`src/rtl/stage4ma.sv`:
```
// ============================================================================
// Module      : stage4ma
// Description : Memory-access pipeline stage. Non-memory ops pass through in
//               one cycle; loads/stores run a req/ack bus access with timeout.
// Revision    : 1.0
// ============================================================================
`default_nettype none

`ifndef OPC_R_LD
`define OPC_R_LD  8'h20
`endif
`ifndef OPC_I_LDi
`define OPC_I_LDi 8'h21
`endif
`ifndef OPC_R_ST
`define OPC_R_ST  8'h22
`endif
`ifndef OPC_I_STi
`define OPC_I_STi 8'h23
`endif

module stage4ma #(
    parameter int TIMEOUT = 16,
    parameter int CNT_W   = 5
) (
    input  logic        clk,
    input  logic        rst_n,
    input  logic        enable_in,
    input  logic [23:0] pc_in,
    input  logic [23:0] instr_in,
    input  logic [3:0]  tgt_gp_in,
    input  logic [3:0]  tgt_sr_in,
    input  logic [23:0] result_in,
    input  logic [3:0]  flags_in,
    input  logic [23:0] store_data_in,
    input  logic        branch_taken_in,
    output logic        stall_out,
    output logic        mem_req_out,
    output logic        mem_we_out,
    output logic [23:0] mem_addr_out,
    output logic [23:0] mem_wdata_out,
    input  logic        mem_ack_in,
    input  logic [23:0] mem_rdata_in,
    output logic        enable_out,
    output logic [23:0] pc_out,
    output logic [23:0] instr_out,
    output logic [3:0]  tgt_gp_out,
    output logic [3:0]  tgt_sr_out,
    output logic [23:0] result_out,
    output logic [3:0]  flags_out,
    output logic        branch_taken_out,
    output logic        mem_err_out
);

    typedef enum logic [0:0] {
        IDLE = 1'b0,
        BUSY = 1'b1
    } state_t;

    localparam logic [CNT_W-1:0] C_LAST = CNT_W'(TIMEOUT - 1);

    state_t            state, state_nxt;
    logic [CNT_W-1:0]  cnt, cnt_nxt;

    logic [23:0] hold_pc, hold_pc_nxt;
    logic [23:0] hold_instr, hold_instr_nxt;
    logic [3:0]  hold_gp, hold_gp_nxt;
    logic [3:0]  hold_sr, hold_sr_nxt;
    logic [3:0]  hold_flags, hold_flags_nxt;
    logic        hold_bt, hold_bt_nxt;

    logic        req_nxt, we_nxt, enable_nxt, err_nxt, bt_nxt;
    logic [23:0] addr_nxt, wdata_nxt, pc_nxt, instr_nxt, result_nxt;
    logic [3:0]  gp_nxt, sr_nxt, flags_nxt;

    logic [7:0]  opcode;
    logic        is_rd, is_wr;

    assign opcode    = instr_in[23:16];
    assign is_rd     = (opcode == `OPC_R_LD) || (opcode == `OPC_I_LDi);
    assign is_wr     = (opcode == `OPC_R_ST) || (opcode == `OPC_I_STi);
    assign stall_out = (state == BUSY);

    always_comb begin
        state_nxt      = state;
        cnt_nxt        = cnt;
        hold_pc_nxt    = hold_pc;
        hold_instr_nxt = hold_instr;
        hold_gp_nxt    = hold_gp;
        hold_sr_nxt    = hold_sr;
        hold_flags_nxt = hold_flags;
        hold_bt_nxt    = hold_bt;
        req_nxt        = mem_req_out;
        we_nxt         = mem_we_out;
        addr_nxt       = mem_addr_out;
        wdata_nxt      = mem_wdata_out;
        enable_nxt     = 1'b0;
        pc_nxt         = pc_out;
        instr_nxt      = instr_out;
        gp_nxt         = tgt_gp_out;
        sr_nxt         = tgt_sr_out;
        result_nxt     = result_out;
        flags_nxt      = flags_out;
        bt_nxt         = branch_taken_out;
        err_nxt        = mem_err_out;

        case (state)
            IDLE: begin
                if (enable_in) begin
                    if (is_rd || is_wr) begin
                        hold_pc_nxt    = pc_in;
                        hold_instr_nxt = instr_in;
                        hold_gp_nxt    = tgt_gp_in;
                        hold_sr_nxt    = tgt_sr_in;
                        hold_flags_nxt = flags_in;
                        hold_bt_nxt    = branch_taken_in;
                        addr_nxt       = result_in;
                        we_nxt         = is_wr;
                        wdata_nxt      = is_wr ? store_data_in : 24'd0;
                        req_nxt        = 1'b1;
                        cnt_nxt        = '0;
                        state_nxt      = BUSY;
                    end else begin
                        pc_nxt     = pc_in;
                        instr_nxt  = instr_in;
                        gp_nxt     = tgt_gp_in;
                        sr_nxt     = tgt_sr_in;
                        flags_nxt  = flags_in;
                        bt_nxt     = branch_taken_in;
                        result_nxt = result_in;
                        err_nxt    = 1'b0;
                        enable_nxt = 1'b1;
                    end
                end
            end
            BUSY: begin
                if (mem_ack_in || cnt == C_LAST) begin
                    // Ack takes priority over an expiring timeout.
                    req_nxt    = 1'b0;
                    state_nxt  = IDLE;
                    enable_nxt = 1'b1;
                    pc_nxt     = hold_pc;
                    instr_nxt  = hold_instr;
                    gp_nxt     = hold_gp;
                    sr_nxt     = hold_sr;
                    flags_nxt  = hold_flags;
                    bt_nxt     = hold_bt;
                    if (mem_ack_in) begin
                        err_nxt    = 1'b0;
                        result_nxt = mem_we_out ? mem_addr_out : mem_rdata_in;
                    end else begin
                        err_nxt    = 1'b1;
                        result_nxt = 24'd0;
                    end
                end else begin
                    cnt_nxt = cnt + 1'b1;
                end
            end
            default: state_nxt = IDLE;
        endcase
    end

    always_ff @(posedge clk or negedge rst_n) begin
        if (!rst_n) begin
            state            <= IDLE;
            cnt              <= '0;
            hold_pc          <= '0;
            hold_instr       <= '0;
            hold_gp          <= '0;
            hold_sr          <= '0;
            hold_flags       <= '0;
            hold_bt          <= 1'b0;
            mem_req_out      <= 1'b0;
            mem_we_out       <= 1'b0;
            mem_addr_out     <= '0;
            mem_wdata_out    <= '0;
            enable_out       <= 1'b0;
            pc_out           <= '0;
            instr_out        <= '0;
            tgt_gp_out       <= '0;
            tgt_sr_out       <= '0;
            result_out       <= '0;
            flags_out        <= '0;
            branch_taken_out <= 1'b0;
            mem_err_out      <= 1'b0;
        end else begin
            state            <= state_nxt;
            cnt              <= cnt_nxt;
            hold_pc          <= hold_pc_nxt;
            hold_instr       <= hold_instr_nxt;
            hold_gp          <= hold_gp_nxt;
            hold_sr          <= hold_sr_nxt;
            hold_flags       <= hold_flags_nxt;
            hold_bt          <= hold_bt_nxt;
            mem_req_out      <= req_nxt;
            mem_we_out       <= we_nxt;
            mem_addr_out     <= addr_nxt;
            mem_wdata_out    <= wdata_nxt;
            enable_out       <= enable_nxt;
            pc_out           <= pc_nxt;
            instr_out        <= instr_nxt;
            tgt_gp_out       <= gp_nxt;
            tgt_sr_out       <= sr_nxt;
            result_out       <= result_nxt;
            flags_out        <= flags_nxt;
            branch_taken_out <= bt_nxt;
            mem_err_out      <= err_nxt;
        end
    end

endmodule

`default_nettype wire

```
`config.mk`:
```
export PLATFORM = sky130hd
export DESIGN_NAME = stage4ma
export DESIGN_NICKNAME = d
export VERILOG_FILES = /design/src/rtl/stage4ma.sv
export SDC_FILE = /design/constraint.sdc
export NUM_CORES = 1
export LEC_CHECK = 0
export ABC_AREA = 1
export CAP_MARGIN = 5
export CORE_AREA = 2 2 94 186
export DETAILED_ROUTE_END_ITERATION = 16
export DIE_AREA = 0 0 96 188
export DONT_BUFFER_PORTS = 1
export PLACE_DENSITY_LB_ADDON = 0.15
export REMOVE_ABC_BUFFERS = 1
export SYNTH_ARGS = -nofsm -noshare
export SYNTH_HDL_FRONTEND = slang
export SYNTH_SLANG_ARGS = --single-unit
export TNS_END_PERCENT = 1
```
`constraint.sdc`:
```
create_clock -name clk -period 1.68 [get_ports clk]
set_clock_uncertainty 0.05 [all_clocks]
set_input_delay 0.504 -clock clk [delete_from_list [all_inputs] [get_ports clk]]
set_output_delay 0.504 -clock clk [all_outputs]
set_load 0.01 [all_outputs]
```
; Word-level counts from Yosys, hierarchy flattened
; Cells that the tools add are included.
; W data, S select, Z words.
[word_totals]
out_inout_bits = 138
regBits = 204
word_cells = 93
[classes]
n_addsub = 1
n_mux = 52
n_eq_ne = 10
bitwise = 1
reduce_logical = 8
[ops]
columns = op, n
row1 = $mux W24, 12
row2 = $pmux W24 S2, 3
row3 = $mux W4, 9
row4 = $eq A8 B6 Y1 const B, 4
row5 = $pmux W4 S2, 3
row6 = $mux W1, 16
row7 = $mux W5, 3
row8 = $reduce_and A3 Y1, 4
row9 = $pmux W1 S2, 5
row10 = $pmux W5 S2, 1
row11 = $ne A2 B2 Y1 const B, 4
row12 = $add A5 B1 Y5 const B, 1
row13 = $eq A5 B4 Y1 const B, 1
row14 = $logic_or A1 B1 Y1, 4
row15 = $ne A2 B1 Y1 const B, 1
row16 = $not A1 Y1, 1

; Depth between registers and ports, before layout
; Gate-level depths: netlist (run 1).
[logic_depth]
ltp_word = 6
depth_mapped = 11
depth_no_buf = 11

; Worst setup path after synthesis (run 1)
; No wires, ideal clock.
[synth_path]
path_kind = reg2reg
start = register cnt[0]
end = register instr_out[0]
required_time_ps = 1513
setup_time_ps = 117
arrival_ps = 1543
path_slack_ps = -29
stages_incl_launch_ff = 11
path_cell_list = dfrtp_1 ha_1 nand2_1 nor2_1 ha_1 o21ai_4 nand2_2 buf_6 buf_6 nand2_1 nand2_1
[synth_via]
elab_chain_len = 4
[synth_rtl]
columns = element, line
row1 = "start, declared", 63  ; logic [CNT_W-1:0] cnt, cnt_nxt;
row2 = "start signal, assigned", 188  ; cnt <= cnt_nxt;
row3 = $eq A5 B4 Y1, 137  ; if (mem_ack_in || cnt == C_LAST) begin
row4 = $logic_or A1 B1 Y1, 137
row5 = $ne A2 B1 Y1 (no source line), --
row6 = $reduce_and A3 Y1 (no source line), --
row7 = "end signal, assigned", 201  ; instr_out <= instr_nxt;
row8 = "end, declared", 46  ; output logic [23:0] instr_out,
; Every way passes these cells.
; A chain may end at the register's enable or synchronous reset.

; Worst setup path after layout (run 1)
[layout_path]
start = register cnt[0]
end = register result_out[10]
[layout_via]
elab_chain_len = 4
[layout_rtl]
columns = element, line
row1 = $eq A5 B4 Y1, 137
row2 = $logic_or A1 B1 Y1, 137
row3 = $ne A2 B1 Y1 (no source line), --
row4 = $reduce_and A3 Y1 (no source line), --
row5 = "end signal, assigned", 204  ; result_out <= result_nxt;
row6 = "end, declared", 49  ; output logic [23:0] result_out,
; Every way passes these cells.

==> results by group, run 1 <==
CTS
  • CTS max path bufs: 3
  • Clock transition at the registers of the reported paths: approximately 0.07 ns
  • Clk sinks: 204
  • CTS tree: yes
  • Total CTS buffers: 19
  • CTS H-tree lvls: 1
  • Clk_lat worst skew: ~0.48 ns
  • CTS root buf: clkbuf_16

Synthesis
  • Syn Area/Cell: about 8.1 µm²
  • Yosys cell types: 23
  • Synth top cells by count: 446 x nand2_1, 204 x dfrtp_1, 122 x o21ai_0
  • Syn Std Cell Area: a little over 0.009 mm²
  • Count leader, synth: nand2_1
  • Async SR Flop Fraction: 1.00
  • Synthesis-stage register bit count: between 200 and 250
  • Synth warn: 0
  • Sequential area share after synthesis: 0.551
  • Yosys top cell area share: 0.551
  • Synth area leaders: dfrtp_1 55%, nand2_1 18%, o21ai_0 6.6%
  • Most used DFF post-synth: dfrtp_1
  • Post-Syn Instances: between 1,000 and 1,500
  • Number of flops mapped to enable cells by yosys: 0
  • Largest area contributor in the synthesized netlist: dfrtp_1

Floorplan
  • Die X: approximately 96 µm
  • Die height: around 190 µm
  • Starting Density: 0.555
  • Rows: 67
  • Core Area: roughly 0.017 mm²
  • Die area: about 0.018 mm²
  • # IOs: around 280

Route
  • Drt drc: 0
  • Via/cell ratio: about 5.6
  • WL per Instance: around 20 µm
  • Routed Antenna Nets: 0
  • First-pass DRT Iterations: 5
  • Routed vias: 7,568
  • Routed Wire Length: around 27,000 µm
  • Initial DRC count: 330

Critical path
  • Crit-path max cell delay: between 0.3 and 0.4 ns
  • Worst setup SP type: register
  • Critical Path Fanout Max: 10
  • Worst reg2reg path depth: 10
  • Setup crit end kind: register
  • Arrival time worst endpoint: about 2.1 ns
  • Worst-path cell chain: ha_2 -> nand2_1 -> nor2_1 -> ha_2 -> o21ai_4 -> buf_6 -> nand2_4 -> clkbuf_16 -> nand2_1 -> nand2_1
  • Worst setup startpoint: cnt[0]
  • CP Class: register to register
  • Delay-heaviest family, CP: flip-flops
  • Critical Path RT: 2.00 ns
  • Slowest-stage cell, CP: dfrtp_1
  • WP buf/inv: 2
  • CP Depth: 10
  • Worst r2r src: cnt[0]
  • Top cell by count, worst path: nand2_1

Placed design
  • Placed Cells: 1,302
  • Port Buffers: 0
  • Detail Placement HPWL: 15,300 µm
  • Routability Congestion: between 0.8 and 0.9
  • Post-DP Area: roughly 0.0095 mm²

Finish
  • Synthesis-to-layout area growth: 16.1%
  • Fillcell total: 1,459
  • Finished Cell Area: roughly 0.011 mm²
  • Share of layout cells above drive strength 1: 0.122
  • Post-route insts no fill: around 1,400
  • Nets: about 1,300

Global route
  • GRT Overall Usage: 0.271
  • Vias in the first global route: 7,259
  • Largest net degree at the start of global routing: roughly 200
  • Initial antenna violation count: 1
  • First-pass GRT wire length: between 30,000 and 40,000 µm
  • Total gr overflow: 0

Pwr
  • Static Leak: between 5 and 6 nW
  • Power per Cell Area: between 1000 and 1500 mW/mm²
  • Peak supply drop: roughly 780 µV

Flow run
  • Maxcap violations: 0

STA
  • Setup-failing EPs final: 85
  • Hold Fails Final Rpt: roughly 200
  • Hold WS: -0.335 ns
  • Slew HR: 0.778
  • Fmax achieved: roughly 570 MHz
  • RSZ-0062 raised after global routing: yes
  • Min cycle time layout: between 1.5 and 2 ns
  • Worst setup margin: -0.0773 ns
  • Slew @ Worst Pin: roughly 0.33 ns
  • Max Slew Vio Count: 0
  • Period utilization: 1.05

Run status
  • Status: finished with violations
  • Failing checks: negative hold slack, negative setup slack

Worst hold path
  • HP Class: primary input to async pin
-- metrics by stage --
step / setup TNS [ns] / util / hold WS, ns / worst slack (ns) / total power [mW]
after global routing: -9.57 / 0.645 / -0.354 / -0.166 / 12.1
after floorplan: -401.35 / - / 0.158 / -2.66 / 6.86
final: -2.44 / 0.645 / -0.335 / -0.0773 / 11.6
after detailed placement: -4.84 / 0.568 / 0.162 / -0.112 / 7.29
after CTS: -3.08 / 0.621 / -0.349 / -0.110 / 11.5
after global placement: -2.89 / 0.568 / 0.162 / -0.105 / 7.23
-- worst paths after layout --
check                      slack [ns]                end
setup / recovery                -0.08     result_out[10]
hold / removal                  -0.34  mem_wdata_out[16]
setup reg to reg                -0.08     result_out[10]
hold reg to reg                  0.43     hold_instr[21]
max in group asynchronous        1.60        hold_pc[18]
min in group clk                 0.08    mem_addr_out[6]
-- sequential cells by signal (all words and copies together), names as in the netlist, 5 cells and up --
register and cells:
result_out 24, hold_instr 24, mem_wdata_out 24, hold_pc 24, cnt 5, pc_out 24, mem_addr_out 24, instr_out 24
-- logic make-up after synthesis --
| group | share of synthesized area |
|---|---|
| and+or+nand+nor | 0.272 |
| DFF | 0.551 |
| buffers and inverters | 0.0836 |
| AOI/OAI and AO/OA | 0.0906 |
| adders and majority gates | 0.00270 |
-- what timing repair did --
action                                 4_1_cts  5_1_grt
endpoints found under the hold margin      204      204
resized for setup                           25       40
setup endpoints to repair                   88      106
pin swaps                                    1        4
cloned                                       7       12
setup buffers                                6        2
-- where the power goes --
group / switching (mW) / total [mW] / internal (mW)
clock: 1.85 / 4.19 / 2.33
combinational: 0.740 / 1.29 / 0.549
sequential: 0.618 / 6.13 / 5.51
-- metal layers --
layer  global-route usage  wire length [µm]  vias to the layer above
met2                0.479             14400                      328
met4               0.0984               958                        0
met3               0.0591              1850                       55
li1                     -                 -                     3596
met5                    0                 0                        -
met1                0.312              9370                     3589
-- area by class of cell --
| type | instances | area [µm²] | area share |
|---|---|---|---|
| Multi-Input combinational cell | 778 | 3540 | 0.329 |
| Sequential cell | 204 | 5110 | 0.475 |
| Timing Repair Buffer | 48 | 903 | 0.0840 |
| Clock buffer | 23 | 510 | 0.0475 |
| Antenna cell | 1 | 2.50 | 0.000233 |
| Tap cell | 207 | 259 | 0.0241 |
| Inverter | 92 | 345 | 0.0321 |
| Clock inverter | 9 | 81.3 | 0.00756 |
-- placed cells by master (no fill, tap or decap), types with 2 or more instances in the layout --
cell	n
inv_1	89
buf_12	16
nand3_2	2
nand2_2	37
nand3_1	114
ha_2	2
inv_2	3
buf_6	6
o21ai_1	41
buf_4	7
nand2_1	407
clkbuf_8	2
nor2_4	4
buf_16	7
nand2_4	5
clkinv_2	5
dfrtp_1	202
nor2_1	34
clkbuf_16	28
o21ai_0	122
clkbuf_1	2
buf_8	3
or2_2	3
clkinv_4	2
No activity file was read; power rests on OpenSTA's default activity.
==> run 2, diff against run 1 <==
--- a/config.mk
+++ b/config.mk
@@ -8,6 +8,7 @@
 export ABC_AREA = 1
 export CAP_MARGIN = 5
 export CORE_AREA = 2 2 94 186
+export CTS_CLUSTER_SIZE = 20
 export DETAILED_ROUTE_END_ITERATION = 16
 export DIE_AREA = 0 0 96 188
 export DONT_BUFFER_PORTS = 1
==> run 2 against run 1 <==
  * The run still ends with negative hold slack, negative setup slack left
  * Routed wire length is 10% lower
  * Register-to-register slack improved by 0.04 ns
  * Sequential cell count is the same
  * Critical path type unchanged
  * Highest routed layer unchanged
==> results by group, run 2 (synthesis gave the netlist of run 1 again) <==
Route
  • Routed Antenna Nets: 0 (unchanged)
  • Routed vias: 7,315 (-3.3%)
  • Routed Wire Length: 23,800 µm (-10%)
  • Initial DRC count: 341 (+3.3%)
  • First-pass DRT Iterations: 5 (unchanged)
  • Drt drc: 0 (unchanged)
  • Via/cell ratio: 5.44 (-2.0%)
  • WL per Instance: 17.7 µm (-9.2%)

Pwr
  • Peak supply drop: 718 µV (-8.3%)
  • Static Leak: 5.27 nW (-4.1%)
  • Final Total Pwr: 11.5 mW (-1.2%)
  • Power per Cell Area: 1120 mW/mm² (+3.7%)

Global route
  • First-pass GRT wire length: 36,800 µm (-3.5%)
  • Largest net degree at the start of global routing: 205 (unchanged)
  • Total gr overflow: 0 (unchanged)
  • Initial antenna violation count: 1 (unchanged)
  • GRT Overall Usage: 0.257 (-0.0134)
  • Vias in the first global route: 7,264 (+0.069%)

STA
  • Hold WS: -0.331 ns (+0.00429 ns)
  • Period utilization: 1.03 (-0.0210)
  • Fmax achieved: 581 MHz (+2.0%)
  • Setup-failing EPs final: 56 (-34%)
  • RSZ-0062 raised after global routing: yes
  • Hold Fails Final Rpt: 204 (unchanged)
  • Slew @ Worst Pin: 0.368 ns (+0.0344 ns)
  • Slew HR: 0.755 (-0.0229)
  • Worst setup margin: -0.0421 ns (+0.0352 ns)
  • Max Slew Vio Count: 0 (unchanged)
  • Final setup TNS: -0.924 ns (+1.52 ns)
  • Min cycle time layout: 1.72 ns (-0.0352 ns)

Flow run
  • Maxcap violations: 0 (unchanged)

Finish
  • Leading cell type in the layout, fill and taps excluded: nand2_1
  • Fillcell total: 1,516 (+3.9%)
  • Nets: 1,264 (-1.4%)
  • Final core occ: 0.614 (-0.0302)
  • Share of layout cells above drive strength 1: 0.0775 (-0.0447)
  • Post-route insts no fill: 1,344 (-1.3%)
  • Synthesis-to-layout area growth: 10.6%
  • Most frequent cells in the layout: 440 x nand2_1, 202 x dfrtp_1, 122 x o21ai_0

Floorplan
  • Core Area: 0.0167 mm² (unchanged)
  • Die area: 0.0180 mm² (unchanged)
  • Starting Density: 0.555 (unchanged)
  • Rows: 67 (unchanged)
  • Die X: 96 µm (unchanged)
  • # IOs: 275 (unchanged)
  • Die height: 188 µm (unchanged)

Run status
  • Failing checks: negative hold slack, negative setup slack
  • Status: finished with violations

CTS
  • CTS max path bufs: 3 (unchanged)
  • CTS root buf: clkbuf_16
  • Clk_lat worst skew: 0.48 ns (about the same)
  • Total CTS buffers: 19 (unchanged)
  • Clock transition at the registers of the reported paths: 0.07 ns (about the same)
  • CTS H-tree lvls: 1 (unchanged)
  • CTS tree: yes
  • Clk sinks: 204 (unchanged)

Critical path
  • Worst-path cell chain: ha_2 -> nand2_1 -> nor2_1 -> ha_2 -> o21ai_4 -> buf_4 -> clkbuf_16 -> nand3_1 -> nand2_1
  • Setup crit end kind: register
  • Worst setup SP type: register
  • CP Class: register to register
  • Critical Path RT: 2.05 ns (+0.05 ns)
  • Worst reg2reg path depth: 9 (-1)
  • Worst r2r src: cnt[0]
  • Reg2reg end: result_out[14]
  • Worst setup startpoint: cnt[0]
  • CP Depth: 9 (-1)
  • Delay-heaviest family, CP: flip-flops
  • Crit path to: result_out[14]
  • Crit-path max cell delay: 0.38 ns (about the same)
  • Arrival time worst endpoint: 2.10 ns (+0.02 ns)
  • Critical Path Fanout Max: 15 (+5)
  • Slowest-stage cell, CP: dfrtp_1
  • Reg2Reg Setup Slack: -0.04 ns (+0.04 ns)
  • WP buf/inv: 2 (unchanged)

Worst hold path
  • HP Class: primary input to async pin

Placed design
  • Placed Cells: 1,302 (unchanged)
  • Detail Placement HPWL: 15,300 µm (unchanged)
  • Port Buffers: 0 (unchanged)
  • Routability Congestion: 0.828 (unchanged)
run 2: area by class of cell:
cell class | instances | area (µm²) | share of cell area
multi-input combinational | 777 | 3420 | 0.334
timing repair buffer | 31 | 509 | 0.0497
tap | 207 | 259 | 0.0253
sequential | 204 | 5110 | 0.499
inverter | 92 | 345 | 0.0337
clock buffer | 26 | 542 | 0.0529
antenna | 1 | 2.50 | 0.000244
clock inverter | 6 | 62.6 | 0.00610
run 2: how the worst min path moves through the flow:
stage                     slack (ns)  start           endpoint  cells past startpoint
after floorplan                 0.16  rst_n   branch_taken_out                      0
after global placement          0.16  rst_n  mem_wdata_out[16]                      0
after detailed placement        0.16  rst_n    mem_addr_out[6]                      0
after CTS                      -0.35  rst_n    mem_addr_out[6]                      0
after global routing           -0.35  rst_n    mem_addr_out[6]                      0
final                          -0.33  rst_n  mem_wdata_out[16]                      0
run 2: worst reg2reg max path: stages, from the launching register on:
cell and delay (ns):
dfrtp_1 0.38, ha_2 0.19, nand2_1 0.05, nor2_1 0.04
ha_2 0.18, o21ai_4 0.21, buf_4 0.20, clkbuf_16 0.18
nand3_1 0.11, nand2_1 0.08
run 2: through the flow:
stage | cell area [µm²] | worst slack, ns
2_1_floorplan | 8840 | -2.66
3_3_place_gp | 9470 | -0.105
3_5_place_dp | 9470 | -0.112
4_1_cts | 10200 | -0.111
5_1_grt | 10200 | -0.118
6_report | 10200 | -0.0421
run 2: repair_timing:
item                                   4_1_cts  5_1_grt
cloned                                       1        3
gates resized for setup                     10        2
setup buffers                                3        2
pin swaps                                    1        3
endpoints found under the hold margin      204      204
setup endpoints to repair                   88      100
run 2: power breakdown:
part,switching (mW),internal (mW)
logic,0.663,0.466
clock network,1.80,2.42
registers,0.614,5.51
total,3.08,8.39
run 2: per-layer routing:
| layer | vias to the layer above | share of wire | track usage |
|---|---|---|---|
| li1 | 3552 | - | - |
| met3 | 58 | 0.066 | 0.0583 |
| met1 | 3442 | 0.37 | 0.298 |
| met4 | 0 | 0.044 | 0.116 |
| met5 | - | 0 | 0 |
| met2 | 263 | 0.52 | 0.442 |
